### src/rtl/uart_pkg.sv
// Shared types for the UART transmit arbiter: FSM state encoding and the
// default header byte base.
package uart_pkg;

    typedef enum logic [1:0] {
        IDLE = 2'd0,
        HDR  = 2'd1,
        DATA = 2'd2
    } state_t;

    localparam logic [7:0] HDR_BASE_DEFAULT = 8'hF0;

endpackage

### src/rtl/uart_tx_arb_rr_arbiter.sv
// Round-robin priority pick. The search starts one past the last owner and
// wraps, so the most recent owner always ends up with the lowest priority.
module rr_arbiter #(
    parameter int NREQ = 4,
    localparam int IDXW = (NREQ > 1) ? $clog2(NREQ) : 1
) (
    input  logic [NREQ-1:0] req,
    input  logic [IDXW-1:0] last,
    output logic [IDXW-1:0] winner,
    output logic            any
);

    logic [IDXW-1:0] cand;
    logic            found;

    assign any = |req;

    // Walk the requesters in priority order and keep the first one that is asking.
    always_comb begin
        winner = '0;
        cand   = '0;
        found  = 1'b0;
        for (int i = 1; i <= NREQ; i++) begin
            cand = IDXW'((int'(last) + i) % NREQ);
            if (!found && req[cand]) begin
                winner = cand;
                found  = 1'b1;
            end
        end
    end

endmodule

### src/rtl/uart_tx_arb.sv
// Multiplexes several byte-stream requesters onto one UART TX FIFO. Each
// packet goes out as a header byte (HDR_BASE | owner) followed by payload.
// A packet ends on the requester's last flag or is cut at MAX_LEN bytes.
module uart_tx_arb
    import uart_pkg::*;
#(
    parameter int          NREQ     = 4,
    parameter int          MAX_LEN  = 64,
    parameter logic [7:0]  HDR_BASE = HDR_BASE_DEFAULT
) (
    input  logic                 clk_i,
    input  logic                 rst_i,
    input  logic [NREQ-1:0]      req_valid_i,
    input  logic [NREQ-1:0][7:0] req_data_i,
    input  logic [NREQ-1:0]      req_last_i,
    output logic [NREQ-1:0]      req_ready_o,
    input  logic                 tx_full_i,
    output logic                 wr_uart_o,
    output logic [7:0]           w_data_o,
    output logic [NREQ-1:0]      grant_o,
    output logic                 busy_o,
    output logic                 forced_o
);

    localparam int              IDXW       = $clog2(NREQ);
    localparam logic [7:0]      MAX_CNT    = 8'(MAX_LEN);
    localparam logic [IDXW-1:0] LAST_RESET = IDXW'(NREQ - 1);

    state_t          state;
    logic [IDXW-1:0] owner;
    logic [IDXW-1:0] last_owner;
    logic [IDXW-1:0] winner;
    logic            any_req;
    logic [7:0]      byte_cnt;
    logic [7:0]      cnt_next;
    logic            fire;

    rr_arbiter #(
        .NREQ(NREQ)
    ) u_rr (
        .req    (req_valid_i),
        .last   (last_owner),
        .winner (winner),
        .any    (any_req)
    );

    assign fire     = (state == DATA) && req_valid_i[owner] && !tx_full_i;
    assign cnt_next = byte_cnt + 8'd1;

    // Packet FSM: latch the winner in IDLE, send the header, then stream payload
    // until last or the length cap, remembering the owner for the next search.
    always_ff @(posedge clk_i or posedge rst_i) begin
        if (rst_i) begin
            state      <= IDLE;
            owner      <= '0;
            last_owner <= LAST_RESET;
            byte_cnt   <= '0;
            forced_o   <= 1'b0;
        end else begin
            forced_o <= 1'b0;
            case (state)
                IDLE: begin
                    if (any_req) begin
                        owner    <= winner;
                        byte_cnt <= '0;
                        state    <= HDR;
                    end
                end
                HDR: begin
                    if (!tx_full_i) begin
                        state <= DATA;
                    end
                end
                DATA: begin
                    if (fire) begin
                        byte_cnt <= cnt_next;
                        if (req_last_i[owner]) begin
                            state      <= IDLE;
                            last_owner <= owner;
                        end else if (cnt_next == MAX_CNT) begin
                            state      <= IDLE;
                            last_owner <= owner;
                            forced_o   <= 1'b1;
                        end
                    end
                end
                default: state <= IDLE;
            endcase
        end
    end

    // FIFO-side outputs follow the state directly so a byte moves the same
    // cycle the FIFO has room; everything is quiet in IDLE.
    always_comb begin
        wr_uart_o   = 1'b0;
        w_data_o    = 8'h00;
        req_ready_o = '0;
        grant_o     = '0;
        busy_o      = 1'b0;
        case (state)
            HDR: begin
                busy_o         = 1'b1;
                grant_o[owner] = 1'b1;
                wr_uart_o      = !tx_full_i;
                w_data_o       = HDR_BASE | 8'(owner);
            end
            DATA: begin
                busy_o             = 1'b1;
                grant_o[owner]     = 1'b1;
                req_ready_o[owner] = !tx_full_i;
                wr_uart_o          = fire;
                w_data_o           = req_data_i[owner];
            end
            default: ;
        endcase
    end

endmodule

### config.mk
export PLATFORM = sky130hd
export DESIGN_NAME = uart_tx_arb
export DESIGN_NICKNAME = d
export VERILOG_FILES = /design/src/rtl/uart_pkg.sv /design/src/rtl/uart_tx_arb_rr_arbiter.sv /design/src/rtl/uart_tx_arb.sv
export SDC_FILE = /design/constraint.sdc
export NUM_CORES = 1
export LEC_CHECK = 0
export CAP_MARGIN = 15
export CORE_MARGIN = 2
export CORE_UTILIZATION = 25
export DETAILED_ROUTE_END_ITERATION = 10
export GPL_TIMING_DRIVEN = 0
export MAX_ROUTING_LAYER = met4
export PLACE_DENSITY = 0.52
export SYNTH_ARGS = -nofsm -noshare
export SYNTH_HDL_FRONTEND = slang
export SYNTH_SLANG_ARGS = --single-unit
### constraint.sdc
create_clock -name clk_i -period 5.5 [get_ports clk_i]
set_input_delay 1.1 -clock clk_i [delete_from_list [all_inputs] [get_ports clk_i]]
set_output_delay 1.1 -clock clk_i [all_outputs]
set_load 0.03 [all_outputs]
==> flow_summary.html, run 1 <==
<table>
<tr><th>Metric</th><th>Value</th></tr>
<tr><th colspan="2">Placement</th></tr>
<tr><td>Placed wire-length estimate after detailed placement</td><td>3341 um</td></tr>
<tr><td>Setup WS pre-CTS</td><td>1199 ps</td></tr>
<tr><td>Buffers on Ports</td><td>61</td></tr>
<tr><td>Area post-placement</td><td>2068 um^2</td></tr>
<tr><td>Global placement routability congestion</td><td>0.7830</td></tr>
<tr><th colspan="2">Pwr</th></tr>
<tr><td>P_int</td><td>0.4838 mW</td></tr>
<tr><td>Combinational Power Share</td><td>70.2%</td></tr>
<tr><td>Power share of the clock group</td><td>10.1%</td></tr>
<tr><td>Sequential share of power</td><td>19.6%</td></tr>
<tr><td>Final Power</td><td>0.9104 mW</td></tr>
<tr><td>Highest ir drop seen on vdd</td><td>0.1598 mV</td></tr>
<tr><td>Static leakage power</td><td>0.8219 nW</td></tr>
<tr><td>Power density relative to cell area</td><td>430.8 nW/um^2</td></tr>
<tr><td>Switching Fraction</td><td>46.86%</td></tr>
<tr><td>Net switching component of the power</td><td>0.4266 mW</td></tr>
<tr><th colspan="2">Clock tree</th></tr>
<tr><td>CTS Sinks</td><td>15</td></tr>
<tr><td>Post-cts hold buffer count</td><td>0</td></tr>
<tr><td>Number of levels the H-tree was split into</td><td>1</td></tr>
<tr><td>CTS tree</td><td>built</td></tr>
<tr><td>Clock buffer count from CTS</td><td>3</td></tr>
<tr><td>Maximum root-to-sink buffer count</td><td>2</td></tr>
<tr><td>Clock latency reported for the late side of the worst-skew pair</td><td>240 ps</td></tr>
<tr><td>Post-CTS Repair Setup Buffers</td><td>0</td></tr>
<tr><td>Quantity of gates resized following cts</td><td>0</td></tr>
<tr><td>Clock slew at reported path FFs</td><td>70 ps</td></tr>
<tr><td>Cell chosen for the clock root</td><td>clkbuf_8</td></tr>
<tr><th colspan="2">Critical path</th></tr>
<tr><td>Reg2reg start</td><td>state[0]</td></tr>
<tr><td>R2R setup slack</td><td>3400 ps</td></tr>
<tr><td>WP buf/inv</td><td>2</td></tr>
<tr><td>R2R depth</td><td>6</td></tr>
<tr><td>Data required time of the worst path</td><td>4400 ps</td></tr>
<tr><td>Critical path cell sequence</td><td>clkdlybuf4s50_1 -&gt; mux4_2 -&gt; nand2_1 -&gt; a21boi_0 -&gt; clkdlybuf4s50_1</td></tr>
<tr><td>Kind of cell with the highest combined delay on the critical path</td><td>buffers and inverters</td></tr>
<tr><td>Worst path max stage delay</td><td>630 ps</td></tr>
<tr><td>Slowest cell on the critical path</td><td>clkdlybuf4s50_1</td></tr>
<tr><td>Worst Setup End Kind</td><td>output pin</td></tr>
<tr><td>Peak fanout along the critical path</td><td>8</td></tr>
<tr><td>Crit. path cell count</td><td>5</td></tr>
<tr><td>Startpoint type of the worst setup path</td><td>input port</td></tr>
<tr><td>Reg2reg end</td><td>last_owner[1]</td></tr>
<tr><td>Endpoint arrival time on the critical path</td><td>3180 ps</td></tr>
<tr><td>Kind of critical path</td><td>input port to output pin</td></tr>
<tr><td>Most Frequent Cell on Critical Path</td><td>clkdlybuf4s50_1</td></tr>
<tr><th colspan="2">STA</th></tr>
<tr><td>Worst Slack Setup Final</td><td>1219 ps</td></tr>
<tr><td>Final cycle utilization of the critical path</td><td>77.84%</td></tr>
<tr><td>Count of endpoints failing hold in the final timing report</td><td>0</td></tr>
<tr><td>Final count of pins violating max slew</td><td>0</td></tr>
<tr><td>Max Fclk</td><td>0.2336 GHz</td></tr>
<tr><td>Number of setup violations in the final report</td><td>0</td></tr>
<tr><td>Worst clock skew</td><td>1.455 ps</td></tr>
<tr><td>Transition time at the pin with the least slew margin</td><td>636.7 ps</td></tr>
<tr><td>Total Neg Setup Slack</td><td>0 ps</td></tr>
<tr><td>Setup repair after global routing missed its margin</td><td>false</td></tr>
<tr><td>Final period demand of the worst path</td><td>4281 ps</td></tr>
<tr><td>Slew Limit Headroom</td><td>57.50%</td></tr>
<tr><th colspan="2">Floorplan</th></tr>
<tr><td>Starting utilization of the core area</td><td>26.32%</td></tr>
<tr><td>I/O pin count</td><td>62</td></tr>
<tr><td>Area of the core region</td><td>5205 um^2</td></tr>
<tr><td>Row Count</td><td>26</td></tr>
<tr><td>Overall die width</td><td>78.03 um</td></tr>
<tr><td>Floorplan die height</td><td>78.03 um</td></tr>
<tr><td>Full die area</td><td>6089 um^2</td></tr>
<tr><th colspan="2">Global route</th></tr>
<tr><td>First-pass GRT wire length</td><td>6617 um</td></tr>
<tr><td>GRT Util Overall</td><td>14.01%</td></tr>
<tr><td>Antenna violations before repair</td><td>0</td></tr>
<tr><td>Number of global-route vias before repair</td><td>1,359</td></tr>
<tr><td>Total global routing overflow</td><td>0</td></tr>
<tr><td>Maximum number of pins on one net before global-route repair</td><td>16</td></tr>
<tr><th colspan="2">Final layout</th></tr>
<tr><td>Net count of the finished layout</td><td>263</td></tr>
<tr><td>Number of diodes added for antenna fixing</td><td>0</td></tr>
<tr><td>Fill cell total of the finished layout</td><td>547</td></tr>
<tr><td>Post-route standard cell area excluding fillers</td><td>2113 um^2</td></tr>
<tr><td>Layout-stage area growth over the synthesis result</td><td>54.25%</td></tr>
<tr><td>Share of post-route cells with drive strength above 1</td><td>10.28%</td></tr>
<tr><th colspan="2">Logic synthesis</th></tr>
<tr><td>Share of synthesized registers carrying an async set or reset</td><td>100.0%</td></tr>
<tr><td>Part of the Yosys area used for sequential elements</td><td>27.58%</td></tr>
<tr><td>Warnings from Yosys</td><td>0</td></tr>
<tr><td>Syn_area_per_cell</td><td>9.195 um^2</td></tr>
<tr><td>Post-synthesis instance total</td><td>149</td></tr>
<tr><td>Number of flops mapped to enable cells by yosys</td><td>0</td></tr>
<tr><td>Most used DFF post-synth</td><td>dfrtp_1</td></tr>
<tr><td>Post-synthesis net count</td><td>197</td></tr>
<tr><td>Number of distinct library cell variants in the gate-level netlist after synthesis</td><td>42</td></tr>
<tr><td>Post-Syn Area</td><td>1370 um^2</td></tr>
<tr><td>Total of flip-flops plus latches after synthesis</td><td>15</td></tr>
<tr><th colspan="2">Drt</th></tr>
<tr><td>Sum of met2 wire segment lengths after detailed routing</td><td>2115 um</td></tr>
<tr><td>First-pass detailed-route iteration total</td><td>4</td></tr>
<tr><td>Total DRC errors in the routed layout</td><td>0</td></tr>
<tr><td>Highest routing layer actually used</td><td>met4</td></tr>
<tr><td>Routed Antenna Nets</td><td>0</td></tr>
<tr><td>Mean number of vias per cell</td><td>4.813</td></tr>
<tr><td>Detailed-route via count</td><td>1,367</td></tr>
<tr><td>Violation count after the first detailed-route iteration</td><td>53</td></tr>
<tr><td>Routed met3 length</td><td>91 um</td></tr>
<tr><td>Routed wire per std cell</td><td>14.49 um</td></tr>
<tr><td>Wire length after detailed routing</td><td>4114 um</td></tr>
<tr><td>Met1 wire length</td><td>1852 um</td></tr>
<tr><th colspan="2">Hold path</th></tr>
<tr><td>Endpoint with the worst hold slack</td><td>byte_cnt[7]</td></tr>
<tr><td>Startpoint of the tightest hold check path</td><td>byte_cnt[7]</td></tr>
<tr><td>Worst Hold Depth</td><td>1</td></tr>
<tr><td>Hold WC Path Type</td><td>flop to flop</td></tr>
<tr><th colspan="2">Status</th></tr>
<tr><td>Run status</td><td>completed</td></tr>
<tr><th colspan="2">Flow run</th></tr>
<tr><td>Maxcap violations</td><td>0</td></tr>
</table>
worst reg2reg max path: cells and delay by family (launching register included):
family,cells,cell delay [ps]
fa+ha+maj,1,320
simple gates,2,540
compound gates,1,290
buf+inv,1,100
flops,1,430
mux,1,340
flip-flops by register name, indices dropped and copies added (netlist names):
name	flops
byte_cnt	8
last_owner	2
state	2
owner	2
forced_o	1
through the flow:
step,utilization [%],instances,hold WS [ps]
3_3_place_gp,39.74,280,476.8
5_1_grt,40.60,284,518.9
2_1_floorplan,-,149,461.4
3_5_place_dp,39.74,280,485.6
4_1_cts,40.60,284,500.4
6_report,40.60,284,499.8
synth_stat cells, types with 2 or more instances:
cell	instances	area [um^2]
a21o_1	2	15.01
a21oi_1	10	50.05
a22oi_1	2	15.01
and3_1	5	31.28
and3b_1	2	17.52
buf_2	2	10.01
clkbuf_1	5	18.77
dfrtp_1	13	325.3
dfstp_2	2	52.55
ha_1	5	62.56
inv_1	6	22.52
mux2_1	2	22.52
mux4_2	10	225.2
nand2_1	20	75.07
nand2b_1	3	18.77
nand3_1	4	20.02
nand4_1	2	12.51
nor2b_1	10	62.56
nor3_1	2	10.01
nor3b_1	3	22.52
nor4_1	2	12.51
o2111ai_1	2	17.52
o211ai_1	3	22.52
o21a_1	2	15.01
o21ai_0	12	60.06
or3_1	2	12.51
placed cells by master, fill, tap and decap left out, drive strengths merged, types with 3 or more instances in the layout:
cell type	Yosys	final
ha	5	5
nand4	3	3
inv	6	6
a21oi	10	10
o21ai	14	14
clkdlybuf4s50	0	61
nor3b	3	3
and3	5	5
nand2	20	20
dfrtp	13	13
o211ai	4	4
nand2b	3	3
nor2b	10	10
mux4	10	10
clkbuf	5	9
buf	3	3
nand3	4	4
worst max path at each step:
stage	start	to	slack [ps]
finish	req_valid_i[3]	wr_uart_o	1220
detailed placement	req_valid_i[3]	wr_uart_o	1200
global route	req_valid_i[3]	wr_uart_o	1140
global placement	req_valid_i[3]	wr_uart_o	1190
CTS	req_valid_i[3]	wr_uart_o	1200
floorplan	req_valid_i[1]	wr_uart_o	2180
cell families after synthesis:
group / synth area share (%)
AO/OA/AOI/OAI: 21.00
XOR/XNOR: 0.6394
adder cells (fa/ha/maj): 4.566
buffers and inverters: 4.018
flip-flops: 27.58
multiplexers: 18.81
AND/OR/NAND/NOR: 23.38
final cells by class:
cell class / count / area (um^2) / area share [%]
plain buffers: 8 / 32.53 / 1.539
clock buffers: 4 / 45.04 / 2.131
inverters: 6 / 22.52 / 1.066
multi-input cells: 120 / 937.1 / 44.35
flip-flops and latches: 15 / 377.9 / 17.88
well taps: 70 / 87.58 / 4.144
repair buffers: 61 / 610.6 / 28.89
power groups by stage:
stage                     clock (mW)  combinational, mW  sequential, mW
after CTS                     0.0932              0.649           0.179
after global placement             0              0.646           0.180
after global routing           0.101              0.699           0.185
after detailed placement           0              0.649           0.181
final                         0.0922              0.640           0.179
after floorplan                    0              0.433           0.170
layer usage:
layer / up-vias / track usage (%)
li1: 690 / -
met4: 0 / 4.737
met1: 643 / 18.23
met5: - / -
met3: 6 / 1.264
met2: 28 / 23.10
Power figures use the tool's default switching activity.
==> run 2, diff against run 1 <==
--- a/config.mk
+++ b/config.mk
@@ -11,7 +11,7 @@
 export DETAILED_ROUTE_END_ITERATION = 10
 export GPL_TIMING_DRIVEN = 0
 export MAX_ROUTING_LAYER = met4
-export PLACE_DENSITY = 0.52
+export PLACE_DENSITY = 0.54
 export SYNTH_ARGS = -nofsm -noshare
 export SYNTH_HDL_FRONTEND = slang
 export SYNTH_SLANG_ARGS = --single-unit
==> constraint.sdc (replaced) <==
create_clock -name clk_i -period 3.7 [get_ports clk_i]
set_input_delay 0.74 -clock clk_i [delete_from_list [all_inputs] [get_ports clk_i]]
set_output_delay 0.74 -clock clk_i [all_outputs]
set_load 0.03 [all_outputs]
==> flow_summary.html, run 2 (synthesized netlist as in run 1, its figures left out) <==
<table>
<tr><th>Metric</th><th>Value</th></tr>
<tr><th colspan="2">Status</th></tr>
<tr><td>Run status</td><td>completed (unchanged)</td></tr>
<tr><th colspan="2">Critical path</th></tr>
<tr><td>Reg2reg end</td><td>last_owner[0] (was last_owner[1])</td></tr>
<tr><td>Most Frequent Cell on Critical Path</td><td>clkdlybuf4s50_1 (unchanged)</td></tr>
<tr><td>Endpoint arrival time on the critical path</td><td>2830 ps (was 3180 ps)</td></tr>
<tr><td>Kind of critical path</td><td>input port to output pin (unchanged)</td></tr>
<tr><td>R2R depth</td><td>6 (unchanged)</td></tr>
<tr><td>Peak fanout along the critical path</td><td>8 (unchanged)</td></tr>
<tr><td>Worst Setup End Kind</td><td>output pin (unchanged)</td></tr>
<tr><td>WP buf/inv</td><td>2 (unchanged)</td></tr>
<tr><td>R2R setup slack</td><td>1560 ps (was 3400 ps)</td></tr>
<tr><td>Critical path cell sequence</td><td>clkdlybuf4s50_1 -&gt; mux4_2 -&gt; nand2_1 -&gt; a21boi_0 -&gt; clkdlybuf4s50_1 (unchanged)</td></tr>
<tr><td>Worst path max stage delay</td><td>630 ps (about the same)</td></tr>
<tr><td>Data required time of the worst path</td><td>2960 ps (was 4400 ps)</td></tr>
<tr><td>Slowest cell on the critical path</td><td>clkdlybuf4s50_1 (unchanged)</td></tr>
<tr><td>Kind of cell with the highest combined delay on the critical path</td><td>buffers and inverters (unchanged)</td></tr>
<tr><td>Startpoint type of the worst setup path</td><td>input port (unchanged)</td></tr>
<tr><td>Reg2reg start</td><td>state[0] (unchanged)</td></tr>
<tr><th colspan="2">Clock tree</th></tr>
<tr><td>Clock buffer count from CTS</td><td>3 (unchanged)</td></tr>
<tr><td>Clock latency reported for the late side of the worst-skew pair</td><td>250 ps (was 240 ps)</td></tr>
<tr><td>CTS Sinks</td><td>15 (unchanged)</td></tr>
<tr><td>CTS tree</td><td>built (unchanged)</td></tr>
<tr><td>Maximum root-to-sink buffer count</td><td>2 (unchanged)</td></tr>
<tr><td>Post-CTS Repair Setup Buffers</td><td>0 (unchanged)</td></tr>
<tr><td>Clock slew at reported path FFs</td><td>80 ps (was 70 ps)</td></tr>
<tr><td>Number of levels the H-tree was split into</td><td>1 (unchanged)</td></tr>
<tr><td>Cell chosen for the clock root</td><td>clkbuf_8 (unchanged)</td></tr>
<tr><td>Quantity of gates resized following cts</td><td>0 (unchanged)</td></tr>
<tr><td>Post-cts hold buffer count</td><td>0 (unchanged)</td></tr>
<tr><th colspan="2">Global route</th></tr>
<tr><td>GRT Util Overall</td><td>13.81% (was 14.01%)</td></tr>
<tr><td>Antenna violations before repair</td><td>0 (unchanged)</td></tr>
<tr><td>Number of global-route vias before repair</td><td>1,282 (was 1,359)</td></tr>
<tr><td>Total global routing overflow</td><td>0 (unchanged)</td></tr>
<tr><td>First-pass GRT wire length</td><td>6561 um (was 6617 um)</td></tr>
<tr><td>Maximum number of pins on one net before global-route repair</td><td>16 (unchanged)</td></tr>
<tr><th colspan="2">Drt</th></tr>
<tr><td>First-pass detailed-route iteration total</td><td>4 (unchanged)</td></tr>
<tr><td>Routed Antenna Nets</td><td>0 (unchanged)</td></tr>
<tr><td>Mean number of vias per cell</td><td>4.849 (was 4.813)</td></tr>
<tr><td>Detailed-route via count</td><td>1,377 (was 1,367)</td></tr>
<tr><td>Wire length after detailed routing</td><td>4038 um (was 4114 um)</td></tr>
<tr><td>Total DRC errors in the routed layout</td><td>0 (unchanged)</td></tr>
<tr><td>Routed wire per std cell</td><td>14.22 um (was 14.49 um)</td></tr>
<tr><td>Violation count after the first detailed-route iteration</td><td>59 (was 53)</td></tr>
<tr><th colspan="2">Final layout</th></tr>
<tr><td>Layout Cells excl Fill</td><td>284 (unchanged)</td></tr>
<tr><td>Utilization of the core after routing</td><td>40.67% (was 40.60%)</td></tr>
<tr><td>Reg with most FFs</td><td>byte_cnt (unchanged)</td></tr>
<tr><td>Share of post-route cells with drive strength above 1</td><td>10.75% (was 10.28%)</td></tr>
<tr><td>Most common cell after layout, fill and taps aside</td><td>clkdlybuf4s50_1 (unchanged)</td></tr>
<tr><td>Number of diodes added for antenna fixing</td><td>0 (unchanged)</td></tr>
<tr><td>Most frequent cells in the layout</td><td>clkdlybuf4s50_1 (61), nand2_1 (20), dfrtp_1 (13), o21ai_0 (12) (unchanged)</td></tr>
<tr><td>Net count of the finished layout</td><td>263 (unchanged)</td></tr>
<tr><td>Post-route standard cell area excluding fillers</td><td>2117 um^2 (was 2113 um^2)</td></tr>
<tr><td>Layout-stage area growth over the synthesis result</td><td>54.52% (was 54.25%)</td></tr>
<tr><td>Max FFs per register</td><td>8 (unchanged)</td></tr>
<tr><th colspan="2">Placement</th></tr>
<tr><td>Area post-placement</td><td>2068 um^2 (unchanged)</td></tr>
<tr><td>Global placement routability congestion</td><td>0.7552 (was 0.7830)</td></tr>
<tr><td>Placed Instances</td><td>280 (unchanged)</td></tr>
<tr><td>Buffers on Ports</td><td>61 (unchanged)</td></tr>
<tr><td>Placed wire-length estimate after detailed placement</td><td>3266 um (was 3341 um)</td></tr>
<tr><th colspan="2">Hold path</th></tr>
<tr><td>Startpoint of the tightest hold check path</td><td>byte_cnt[7] (unchanged)</td></tr>
<tr><td>Endpoint with the worst hold slack</td><td>byte_cnt[7] (unchanged)</td></tr>
<tr><td>Hold WC Path Type</td><td>flop to flop (unchanged)</td></tr>
<tr><td>Worst Hold Depth</td><td>1 (unchanged)</td></tr>
<tr><th colspan="2">Pwr</th></tr>
<tr><td>Static leakage power</td><td>0.8209 nW (was 0.8219 nW)</td></tr>
<tr><td>Power density relative to cell area</td><td>639.8 nW/um^2 (was 430.8 nW/um^2)</td></tr>
<tr><td>Highest ir drop seen on vdd</td><td>0.3386 mV (was 0.1598 mV)</td></tr>
<tr><th colspan="2">STA</th></tr>
<tr><td>Final cycle utilization of the critical path</td><td>96.44%</td></tr>
<tr><td>Hold slack final</td><td>502.8 ps (was 499.8 ps)</td></tr>
<tr><td>Max Fclk</td><td>0.2802 GHz</td></tr>
<tr><td>Worst clock skew</td><td>8.384 ps (was 1.455 ps)</td></tr>
<tr><td>Total Neg Setup Slack</td><td>0 ps (unchanged)</td></tr>
<tr><td>Final period demand of the worst path</td><td>3568 ps</td></tr>
<tr><td>Final count of pins violating max slew</td><td>0 (unchanged)</td></tr>
<tr><td>Transition time at the pin with the least slew margin</td><td>640.0 ps (was 636.7 ps)</td></tr>
<tr><td>Count of endpoints failing hold in the final timing report</td><td>0 (unchanged)</td></tr>
<tr><td>Setup repair after global routing missed its margin</td><td>false (unchanged)</td></tr>
<tr><td>Slew Limit Headroom</td><td>57.29% (was 57.50%)</td></tr>
<tr><td>Number of setup violations in the final report</td><td>0 (unchanged)</td></tr>
<tr><th colspan="2">Floorplan</th></tr>
<tr><td>Floorplan die height</td><td>78.03 um (unchanged)</td></tr>
<tr><td>Full die area</td><td>6089 um^2 (unchanged)</td></tr>
<tr><td>Overall die width</td><td>78.03 um (unchanged)</td></tr>
<tr><td>Row Count</td><td>26 (unchanged)</td></tr>
<tr><td>Starting utilization of the core area</td><td>26.32% (unchanged)</td></tr>
<tr><td>I/O pin count</td><td>62 (unchanged)</td></tr>
<tr><td>Area of the core region</td><td>5205 um^2 (unchanged)</td></tr>
<tr><th colspan="2">Flow run</th></tr>
<tr><td>Maxcap violations</td><td>0 (unchanged)</td></tr>
</table>
## run 2: where the power goes
part           total, mW  internal, mW  switching, mW
registers          0.265         0.212         0.0534
clock network      0.143        0.0757         0.0673
logic              0.946         0.431          0.515
total               1.35         0.718          0.636
## run 2: through the flow
stage / power [mW] / setup slack, ps
3_5_place_dp: 1.230 / 105.9
3_3_place_gp: 1.230 / 110.6
2_1_floorplan: 0.8965 / 1034
5_1_grt: 1.467 / 28.00
4_1_cts: 1.380 / 105.9
6_report: 1.354 / 131.6
## run 2: area by class of cell
| type | count | area, um^2 |
|---|---|---|
| plain buffers | 8 | 32.53 |
| clock buffers | 3 | 41.29 |
| clock inverters | 1 | 7.507 |
| fillers | 554 | 3088 |
| inverters | 6 | 22.52 |
| multi-input cells | 120 | 937.1 |
| flip-flops and latches | 15 | 377.9 |
| well taps | 70 | 87.58 |
| repair buffers | 61 | 610.6 |
## run 2: worst max-delay path by stage
stage	cells after the start	slack, ps	end	start
6_report	5	130	wr_uart_o	req_valid_i[3]
3_3_place_gp	5	110	wr_uart_o	req_valid_i[3]
3_5_place_dp	5	110	wr_uart_o	req_valid_i[3]
2_1_floorplan	4	1030	grant_o[0]	state[0]
5_1_grt	5	30	wr_uart_o	req_valid_i[3]
4_1_cts	5	110	wr_uart_o	req_valid_i[3]
## run 2: per-layer routing
layer / up-vias / part of all wire (%) / wire (um) / global-route usage, %
met5: - / 0 / 0 / -
met4: 0 / 0.30 / 12 / 2.632
met3: 2 / 2.4 / 95 / 1.724
met2: 19 / 52 / 2115 / 23.02
met1: 666 / 45 / 1815 / 18.28
li1: 690 / - / - / -
==> run 3, diff against run 2 <==
--- a/config.mk
+++ b/config.mk
@@ -10,6 +10,7 @@
 export CORE_UTILIZATION = 25
 export DETAILED_ROUTE_END_ITERATION = 10
 export GPL_TIMING_DRIVEN = 0
+export HOLD_SLACK_MARGIN = 0.02
 export MAX_ROUTING_LAYER = met4
 export PLACE_DENSITY = 0.54
 export SYNTH_ARGS = -nofsm -noshare
==> constraint.sdc (replaced) <==
create_clock -name clk_i -period 3.7 [get_ports clk_i]
set_input_delay 0.555 -clock clk_i [delete_from_list [all_inputs] [get_ports clk_i]]
set_output_delay 0.555 -clock clk_i [all_outputs]
set_load 0.03 [all_outputs]
==> results of run 3 <==
The final DEF is identical to that of run 2. Status: completed.
Main changes from that run: setup slack after placement 105.9 ps -> 475.9 ps; setup slack after layout 131.6 ps -> 501.6 ps
